[config.mk]
export PLATFORM = sky130hd
export DESIGN_NAME = fp_issue_ctrl_flat
export DESIGN_NICKNAME = d
export VERILOG_FILES = /design/src/rtl/fp_issue_ctrl_if.sv /design/src/rtl/fp_issue_ctrl.sv /design/src/flat_wrapper.sv
export SDC_FILE = /design/constraint.sdc
export NUM_CORES = 1
export LEC_CHECK = 0
export CORE_UTILIZATION = 45
export CTS_CLUSTER_SIZE = 12
export DETAILED_ROUTE_END_ITERATION = 12
export GPL_TIMING_DRIVEN = 0
export PLACE_DENSITY = 0.64
export SLEW_MARGIN = 25
export SYNTH_ARGS = -nofsm -noshare
export SYNTH_HDL_FRONTEND = slang
export SYNTH_SLANG_ARGS = --single-unit
[constraint.sdc]
create_clock -name clk -period 5.2 [get_ports clk]
set_clock_uncertainty 0.05 [all_clocks]
set_input_delay 1.04 -clock clk [delete_from_list [all_inputs] [get_ports clk]]
set_output_delay 1.04 -clock clk [all_outputs]
set_load 0.01 [all_outputs]
[src/rtl/fp_issue_ctrl_if.sv]
// Handshake and FP-unit bus for fp_issue_ctrl.
// The master drives operands, FP results and consumer ready; the slave is the controller.
interface fp_issue_ctrl_if #(
   parameter int TAG_W = 4
);
   logic             in_valid;
   logic             in_ready;
   logic [31:0]      in_a;
   logic [31:0]      in_b;
   logic [TAG_W-1:0] in_tag;
   logic [31:0]      fu_dataa;
   logic [31:0]      fu_datab;
   logic [31:0]      fu_result;
   logic             out_valid;
   logic             out_ready;
   logic [31:0]      out_result;
   logic [TAG_W-1:0] out_tag;
   logic             busy;

   modport master (
      output in_valid, in_a, in_b, in_tag, fu_result, out_ready,
      input  in_ready, fu_dataa, fu_datab, out_valid, out_result, out_tag, busy
   );

   modport slave (
      input  in_valid, in_a, in_b, in_tag, fu_result, out_ready,
      output in_ready, fu_dataa, fu_datab, out_valid, out_result, out_tag, busy
   );
endinterface

[src/rtl/fp_issue_ctrl.sv]
// Issue/collect controller for a fixed-latency, non-stallable FP unit.
// Result slots are reserved on issue, so output backpressure can never drop a result.
module fp_issue_ctrl #(
   parameter int LATENCY = 10,
   parameter int DEPTH   = 16,
   parameter int TAG_W   = 4
) (
   input logic           clk,
   input logic           rst_n,
   fp_issue_ctrl_if.slave bus
);
   localparam int PTR_W = $clog2(DEPTH);
   localparam int CNT_W = $clog2(DEPTH + 1);

   typedef struct packed {
      logic [31:0]      result;
      logic [TAG_W-1:0] tag;
   } entry_t;

   logic [LATENCY-1:0] r_vld_pipe;
   logic [TAG_W-1:0]   r_tag_pipe [LATENCY];
   logic [31:0]        r_dataa;
   logic [31:0]        r_datab;
   entry_t             r_mem [DEPTH];
   logic [PTR_W-1:0]   r_wr_ptr;
   logic [PTR_W-1:0]   r_rd_ptr;
   logic [CNT_W-1:0]   r_count;
   logic [CNT_W-1:0]   r_reserved;

   logic   w_in_ready;
   logic   w_accept;
   logic   w_pop;
   logic   w_fifo_wr;
   logic   w_out_valid;
   entry_t w_head;

   // Ready depends only on registered credits (and is held low while in reset).
   assign w_in_ready  = rst_n && (r_reserved < CNT_W'(DEPTH));
   assign w_out_valid = (r_count != '0);
   assign w_accept    = bus.in_valid && w_in_ready;
   assign w_pop       = w_out_valid && bus.out_ready;
   assign w_fifo_wr   = r_vld_pipe[LATENCY-1];
   assign w_head      = w_out_valid ? r_mem[r_rd_ptr] : '0;

   // NOTE: sequential state uses non-blocking assignments so every register samples pre-edge values.
   always_ff @(posedge clk) begin
      if (!rst_n) begin
         r_vld_pipe <= '0;
         for (int i = 0; i < LATENCY; i++) r_tag_pipe[i] <= '0;
         r_dataa <= '0;
         r_datab <= '0;
      end else begin
         r_vld_pipe[0] <= w_accept;
         r_tag_pipe[0] <= bus.in_tag;
         for (int i = 1; i < LATENCY; i++) begin
            r_vld_pipe[i] <= r_vld_pipe[i-1];
            r_tag_pipe[i] <= r_tag_pipe[i-1];
         end
         if (w_accept) begin
            r_dataa <= bus.in_a;
            r_datab <= bus.in_b;
         end
      end
   end

   // NOTE: storage is not reset; the head is forced to zero whenever the FIFO is empty.
   always_ff @(posedge clk) begin
      if (rst_n && w_fifo_wr) r_mem[r_wr_ptr] <= '{result: bus.fu_result, tag: r_tag_pipe[LATENCY-1]};
   end

   always_ff @(posedge clk) begin
      if (!rst_n) begin
         r_wr_ptr   <= '0;
         r_rd_ptr   <= '0;
         r_count    <= '0;
         r_reserved <= '0;
      end else begin
         if (w_fifo_wr) r_wr_ptr <= r_wr_ptr + PTR_W'(1);
         if (w_pop)     r_rd_ptr <= r_rd_ptr + PTR_W'(1);
         case ({w_fifo_wr, w_pop})
            2'b10:   r_count <= r_count + CNT_W'(1);
            2'b01:   r_count <= r_count - CNT_W'(1);
            default: r_count <= r_count;
         endcase
         // A credit is held from accept until the matching result is popped.
         case ({w_accept, w_pop})
            2'b10:   r_reserved <= r_reserved + CNT_W'(1);
            2'b01:   r_reserved <= r_reserved - CNT_W'(1);
            default: r_reserved <= r_reserved;
         endcase
      end
   end

   assign bus.in_ready   = w_in_ready;
   assign bus.fu_dataa   = r_dataa;
   assign bus.fu_datab   = r_datab;
   assign bus.out_valid  = w_out_valid;
   assign bus.out_result = w_head.result;
   assign bus.out_tag    = w_head.tag;
   assign bus.busy       = (r_reserved != '0);
endmodule

[src/flat_wrapper.sv]
// flat-port wrapper written by rule: the top's interface ports become plain ports
module fp_issue_ctrl_flat 
#(
   parameter int LATENCY = 10,
   parameter int DEPTH   = 16,
   parameter int TAG_W   = 4
)
  (clk, rst_n, bus_in_valid, bus_in_a, bus_in_b, bus_in_tag, bus_fu_result, bus_out_ready, bus_in_ready, bus_fu_dataa, bus_fu_datab, bus_out_valid, bus_out_result, bus_out_tag, bus_busy);
  fp_issue_ctrl_if #(.TAG_W(TAG_W)) bus_i ();
  input logic clk;
  input logic rst_n;
  input wire logic [$bits(bus_i.in_valid)-1:0] bus_in_valid;
  input wire logic [$bits(bus_i.in_a)-1:0] bus_in_a;
  input wire logic [$bits(bus_i.in_b)-1:0] bus_in_b;
  input wire logic [$bits(bus_i.in_tag)-1:0] bus_in_tag;
  input wire logic [$bits(bus_i.fu_result)-1:0] bus_fu_result;
  input wire logic [$bits(bus_i.out_ready)-1:0] bus_out_ready;
  output wire logic [$bits(bus_i.in_ready)-1:0] bus_in_ready;
  output wire logic [$bits(bus_i.fu_dataa)-1:0] bus_fu_dataa;
  output wire logic [$bits(bus_i.fu_datab)-1:0] bus_fu_datab;
  output wire logic [$bits(bus_i.out_valid)-1:0] bus_out_valid;
  output wire logic [$bits(bus_i.out_result)-1:0] bus_out_result;
  output wire logic [$bits(bus_i.out_tag)-1:0] bus_out_tag;
  output wire logic [$bits(bus_i.busy)-1:0] bus_busy;
  assign bus_i.in_valid = bus_in_valid;
  assign bus_i.in_a = bus_in_a;
  assign bus_i.in_b = bus_in_b;
  assign bus_i.in_tag = bus_in_tag;
  assign bus_i.fu_result = bus_fu_result;
  assign bus_i.out_ready = bus_out_ready;
  assign bus_in_ready = bus_i.in_ready;
  assign bus_fu_dataa = bus_i.fu_dataa;
  assign bus_fu_datab = bus_i.fu_datab;
  assign bus_out_valid = bus_i.out_valid;
  assign bus_out_result = bus_i.out_result;
  assign bus_out_tag = bus_i.out_tag;
  assign bus_busy = bus_i.busy;
  fp_issue_ctrl #(.LATENCY(LATENCY), .DEPTH(DEPTH), .TAG_W(TAG_W)) u_core (.clk(clk), .rst_n(rst_n), .bus(bus_i));
endmodule
[After elaboration in Yosys (flattened, before gate mapping)]
Memories as Yosys holds them, arrays and structs flattened. A register that Yosys moved wholly into a read port is not among the register bits.
Cells that the tools add are included.
Storage, ports and cells
  output and inout port bits: 103
  bits of input ports: 104
  register bits: 92
  RAM bits: 616
  logic and storage cells: 57
  memories kept: 2
Cells by class
  equal/unequal tests: 4
  bitwise operators: 10
  reduce and logical (&&, ||, !) cells: 8
  add/subtract/negate cells: 6
  order comparisons: 1
  multiplexer cells: 19
Memory list
  u_core.r_mem: words 16, width 36, read ports 1, clocked after memory_dff 1, wr ports 1, line fp_issue_ctrl.sv:24  | entry_t r_mem [DEPTH];
  u_core.r_tag_pipe: words 10, width 4, read ports 10, clocked after memory_dff 0, wr ports 10, line fp_issue_ctrl.sv:21  | logic [TAG_W-1:0] r_tag_pipe [LATENCY];
Operators with widths (count)
  two-way mux 4 bit: 12
  two-way mux 36 bit: 1
  case mux 5 bit (2 select lines): 2
  adder 5 x 1 -> 5 bit, second input constant: 2
  OR 1 bit: 10
  nonzero test 5 bit: 2
  subtractor 5 x 1 -> 5 bit, second input constant: 2
  adder 4 x 1 -> 4 bit, second input constant: 2
  < comparator 5 bit, second input constant: 1
  == test 2 x 1 -> 1 bit, second input constant: 2
  == test 2 bit, second input constant: 2
  logical AND 1 bit: 4
  two-way mux 1 bit: 4
  nonzero test 2 bit: 2

[Longest topological paths before layout]
  word-level depth: 5
  depth in mapped cells: 12
  gate-level depth less buffers: 10

[Worst setup path after synthesis]
No wires, ideal clock.
  path type: input-to-reg
  start: input port rst_n
  end: register u_core.r_reserved[4]
  arrival: 3436 ps
  buffers on the path: 2
  required time: 5063 ps
  stages: 12
  path slack: 1627 ps
  cells stage by stage: nor2b_1 -> and2_1 -> inv_1 -> clkbuf_1 -> ha_1 -> clkbuf_1 -> xor2_1 -> ha_1 -> or3_1 -> a2111oi_0 -> o21ai_0 -> o31ai_1
On the way
  longest elaborated chain between the ends: 4
  elaborated cells between the ends (all ways): 6
  those cells by class: 2 x eq/ne; 1 x mux; 3 x reduce/logical
RTL lines
  start: declaration: line flat_wrapper.sv:11  | input logic rst_n;
  logical AND 1 bit: line fp_issue_ctrl.sv:38  | assign w_in_ready = rst_n && (r_reserved < CNT_W'(DEPTH));
  logical AND 1 bit: line fp_issue_ctrl.sv:40  | assign w_accept = bus.in_valid && w_in_ready;
  == test 2 x 1 -> 1 bit / == test 2 bit (equally long branches): line fp_issue_ctrl.sv:86  | case ({w_accept, w_pop})
  case mux 5 bit (2 select lines) / nonzero test 2 bit (equally long branches)
  end signal: assignment: line fp_issue_ctrl.sv:87  | 2'b10: r_reserved <= r_reserved + CNT_W'(1);
  end signal: assignment: line fp_issue_ctrl.sv:88  | 2'b01: r_reserved <= r_reserved - CNT_W'(1);
  end signal: assignment: line fp_issue_ctrl.sv:89  | default: r_reserved <= r_reserved;
  end: declaration: line fp_issue_ctrl.sv:28  | logic [CNT_W-1:0] r_reserved;
Parallel ways exist; a longest one is shown, timed or not.
A chain may end at the register's enable or synchronous reset.

==> results by group <==
Run status
  • Status: complete, no violations

Global routing
  • GR Util met1: 26.1%
  • GRT Util Overall: 20.4%
  • Largest net degree at the start of global routing: 26
  • Number of global-route vias before repair: 14,600
  • Initial antenna violation count: 2
  • Met2 usage in global routing: 34.9%
  • M3 GR Usage: 5.01%
  • Global-route wire length before repair: 89.8 mm
  • Grt peak-use layer: met2
  • GRT overflow: 0

STA
  • Final hold slack: 0.369 ns
  • Fin worst setup slack: 0.209 ns
  • Tightest Pin Transition: 0.930 ns
  • Period utilization: 96.0%
  • Max Slew Vio Count: 0
  • Max Fclk: 0.200 GHz
  • Setup Viol. Count Final: 0
  • Unrepaired setup endpoints after global routing: no
  • Slew margin rel.: 38.0%
  • Setup tns final: 0 ns
  • Final Hold Viols: 0
  • Fin crit period: 4.99 ns

Cells and area
  • Layout cells sized above 1: 18.8%
  • Final core utilization: 54.7%
  • Area grow syn2layout: 20.4%
  • Nets: 1,840

Route
  • DRT Pass-1 Iters: 5
  • Average wire per standard cell: 23.8 um
  • Post-route ant nets: 0
  • Vias post-DR: 13,900
  • Total Routed Length: 60.3 mm
  • Via density: 5.48
  • DRC Markers: 0
  • Initial DRC Count: 970

Synthesis
  • Synthesized area per cell: 18.8 um2
  • Share of the synthesized area in the top cell type: 64.6%
  • Yosys warns: 0
  • Synth Flop Type: edfxtp_1
  • EDFF count, synth: 576
  • Post-Syn Area: 0.0268 mm2
  • Synth area leaders: edfxtp_1, mux4_2, dfxtp_1, nand2_1, and2_1
  • Register area share after synthesis: 74.8%
  • Synth area leader: edfxtp_1
  • Synth Register Bits: 712
  • Syn_nets: 1,543
  • Post-synthesis cell count: 1,426
  • Synth cell types: 50
  • Async SR Flop Fraction: 0%

Worst setup path
  • Critical path's most frequent cell: clkbuf_1
  • CP required: 4.11 ns
  • Worst R2R End: u_core.r_reserved[4]
  • Critical-path top delay cell: clkbuf_1
  • WS Path Type: flip-flop to primary output
  • CP Launch Type: flip-flop
  • CP peak stage delay: 0.68 ns
  • CP bufs+invs: 4
  • CP delay by family, top: buffers and inverters
  • Crit-path cells: clkbuf_1 > buf_2 > nor3_4 > clkbuf_1 > a221o_1 > clkdlybuf4s50_1
  • Flop-to-flop setup slack: 1.61 ns
  • R2R cell count: 11
  • Data arrival, critical path: 3.90 ns
  • Reg2reg start: u_core.r_count[1]
  • Crit end category: primary output
  • WP depth: 6
  • CP Max Fanout: 10

Power and ir drop
  • Internal power: 9770 uW
  • Switching power: 3020 uW
  • Seq pwr share: 49.0%
  • Clock share of power: 36.5%
  • Static leakage: 0.0105 uW
  • Switch share: 23.6%
  • Comb pwr share: 14.5%
  • Peak supply drop: 0.000274 V
  • Power Dens Cells: 397 mW/mm2

Clock tree
  • Clk_lat worst skew: 0.60 ns
  • CTS H-tree depth: 3
  • CTS Hold Bufs: 0
  • Clock sink total: 712
  • CTS tree: done
  • Root Buffer: clkbuf_16
  • Clock Path Buffers: 3
  • Cts bufs inserted: 73
  • Clk pin slew, worst setup/hold paths: 0.06 ns

Place
  • Place WS: 0.543 ns
  • Detail Placement HPWL: 37.7 mm
  • GPL Wtd Cong: 0.790
  • Port bufs: 206

Floorplanning
  • I/O pins: 207
  • Die height: 246 um
  • Initial Util: 45.4%
  • Die area: 0.0605 mm2
  • Die width: 246 um
  • Row Count: 89
  • Core area: 0.0589 mm2

Hold path
  • Min-delay worst type: flip-flop to flip-flop
  • Hold Path Depth: 1
  • Worst Hold End: u_core.r_tag_pipe[0][29]
  • Worst hold path startpoint: u_core.r_tag_pipe[0][25]

Run
  • # Max-Cap Violations: 0
## cell usage after synthesis, types with 2 or more instances
| master | count |
|---|---|
| xor2_1 | 4 |
| mux2i_1 | 4 |
| a221o_1 | 36 |
| nor4b_1 | 2 |
| or3_1 | 4 |
| mux2_2 | 36 |
| nor3_1 | 4 |
| inv_1 | 9 |
| nor2b_1 | 43 |
| clkbuf_1 | 47 |
| edfxtp_1 | 576 |
| a21o_1 | 3 |
| o211ai_1 | 4 |
| a21boi_0 | 2 |
| nand4_1 | 2 |
| o21a_1 | 3 |
| and2_1 | 75 |
| o21ai_0 | 4 |
| nand4b_1 | 2 |
| nand3b_1 | 2 |
| dfxtp_1 | 136 |
| buf_4 | 5 |
| buf_2 | 20 |
| mux4_2 | 144 |
| xnor2_1 | 8 |
| buf_6 | 5 |
| nor2_1 | 4 |
| nor4bb_1 | 2 |
| ha_1 | 13 |
| a21oi_1 | 2 |
| nand3_1 | 68 |
| buf_1 | 5 |
| nand2_1 | 135 |
## placed cells by master, fill, tap and decap left out, types with 20 or more instances in the layout
| cell | instances |
|---|---|
| a221o_1 | 36 |
| and2_1 | 59 |
| buf_2 | 20 |
| clkbuf_1 | 69 |
| clkbuf_16 | 74 |
| clkdlybuf4s50_1 | 206 |
| dfxtp_1 | 136 |
| edfxtp_1 | 576 |
| mux2_2 | 36 |
| mux4_2 | 144 |
| nand2_1 | 135 |
| nand3_1 | 68 |
| nor2b_1 | 43 |
## repair_timing
action,4_1_cts,5_1_grt
setup buffers,0,0
gates resized for setup,1,0
endpoints found under the setup margin,13,0
## per-stage QoR
step           instance area [um2]  cells  power, uW
6_report                     32200   2537      12800
2_1_floorplan                26800   1426       7360
5_1_grt                      32200   2536      13200
3_5_place_dp                 30200   2421       8260
4_1_cts                      32200   2536      12900
3_3_place_gp                 29800   2405       8240
## area by class of cell
class,instances,area [um2]
fillers,4576,26700
flip-flops and latches,712,20000
multi-input cells,623,6370
repair buffers,222,2380
clock buffers,99,1980
well taps,773,967
plain buffers,82,389
clock inverters,16,88.8
inverters,9,33.8
diodes,1,2.50
## power by group through the flow
stage | Combinational, uW | Clock [uW] | Sequential, uW
2_1_floorplan | 956 | 0 | 6400
3_3_place_gp | 1850 | 0 | 6390
3_5_place_dp | 1870 | 0 | 6390
4_1_cts | 1880 | 4760 | 6270
5_1_grt | 2000 | 4960 | 6280
6_report | 1850 | 4670 | 6270
## registers in the layout (all words and copies together) (netlist names), named ones only
name and flops:
u_core.r_mem 576, u_core.bus.fu_dataa 32, u_core.r_rd_ptr 4, u_core.bus.fu_datab 32
u_core.r_reserved 5, u_core.r_vld_pipe 10, u_core.r_wr_ptr 4, u_core.r_tag_pipe 40
u_core.r_count 5
## worst max-delay path by stage
stage,end
floorplan,u_core.r_reserved[4]
global placement,u_core.r_mem[0][15]
detailed placement,bus_out_result[29]
CTS,bus_out_result[29]
global route,bus_out_result[2]
finish,bus_out_result[2]
## metal layers
metal	routed length [um]	vias to the layer above	share of wire, %
li1	-	6187	-
met1	24800	7170	41
met2	30200	461	50
met3	4200	86	7.0
met4	1050	2	1.7
met5	13	-	0.022
## cell families after synthesis
group	share of synthesized area, %
DFF	74.8
and+or+nand+nor	6.78
muxes	13.8
buffers and inverters	1.58
AOI/OAI and AO/OA	2.08
adders and majority gates	0.608
xor gates and xnor gates	0.393
(Power assumes the default switching activity.)
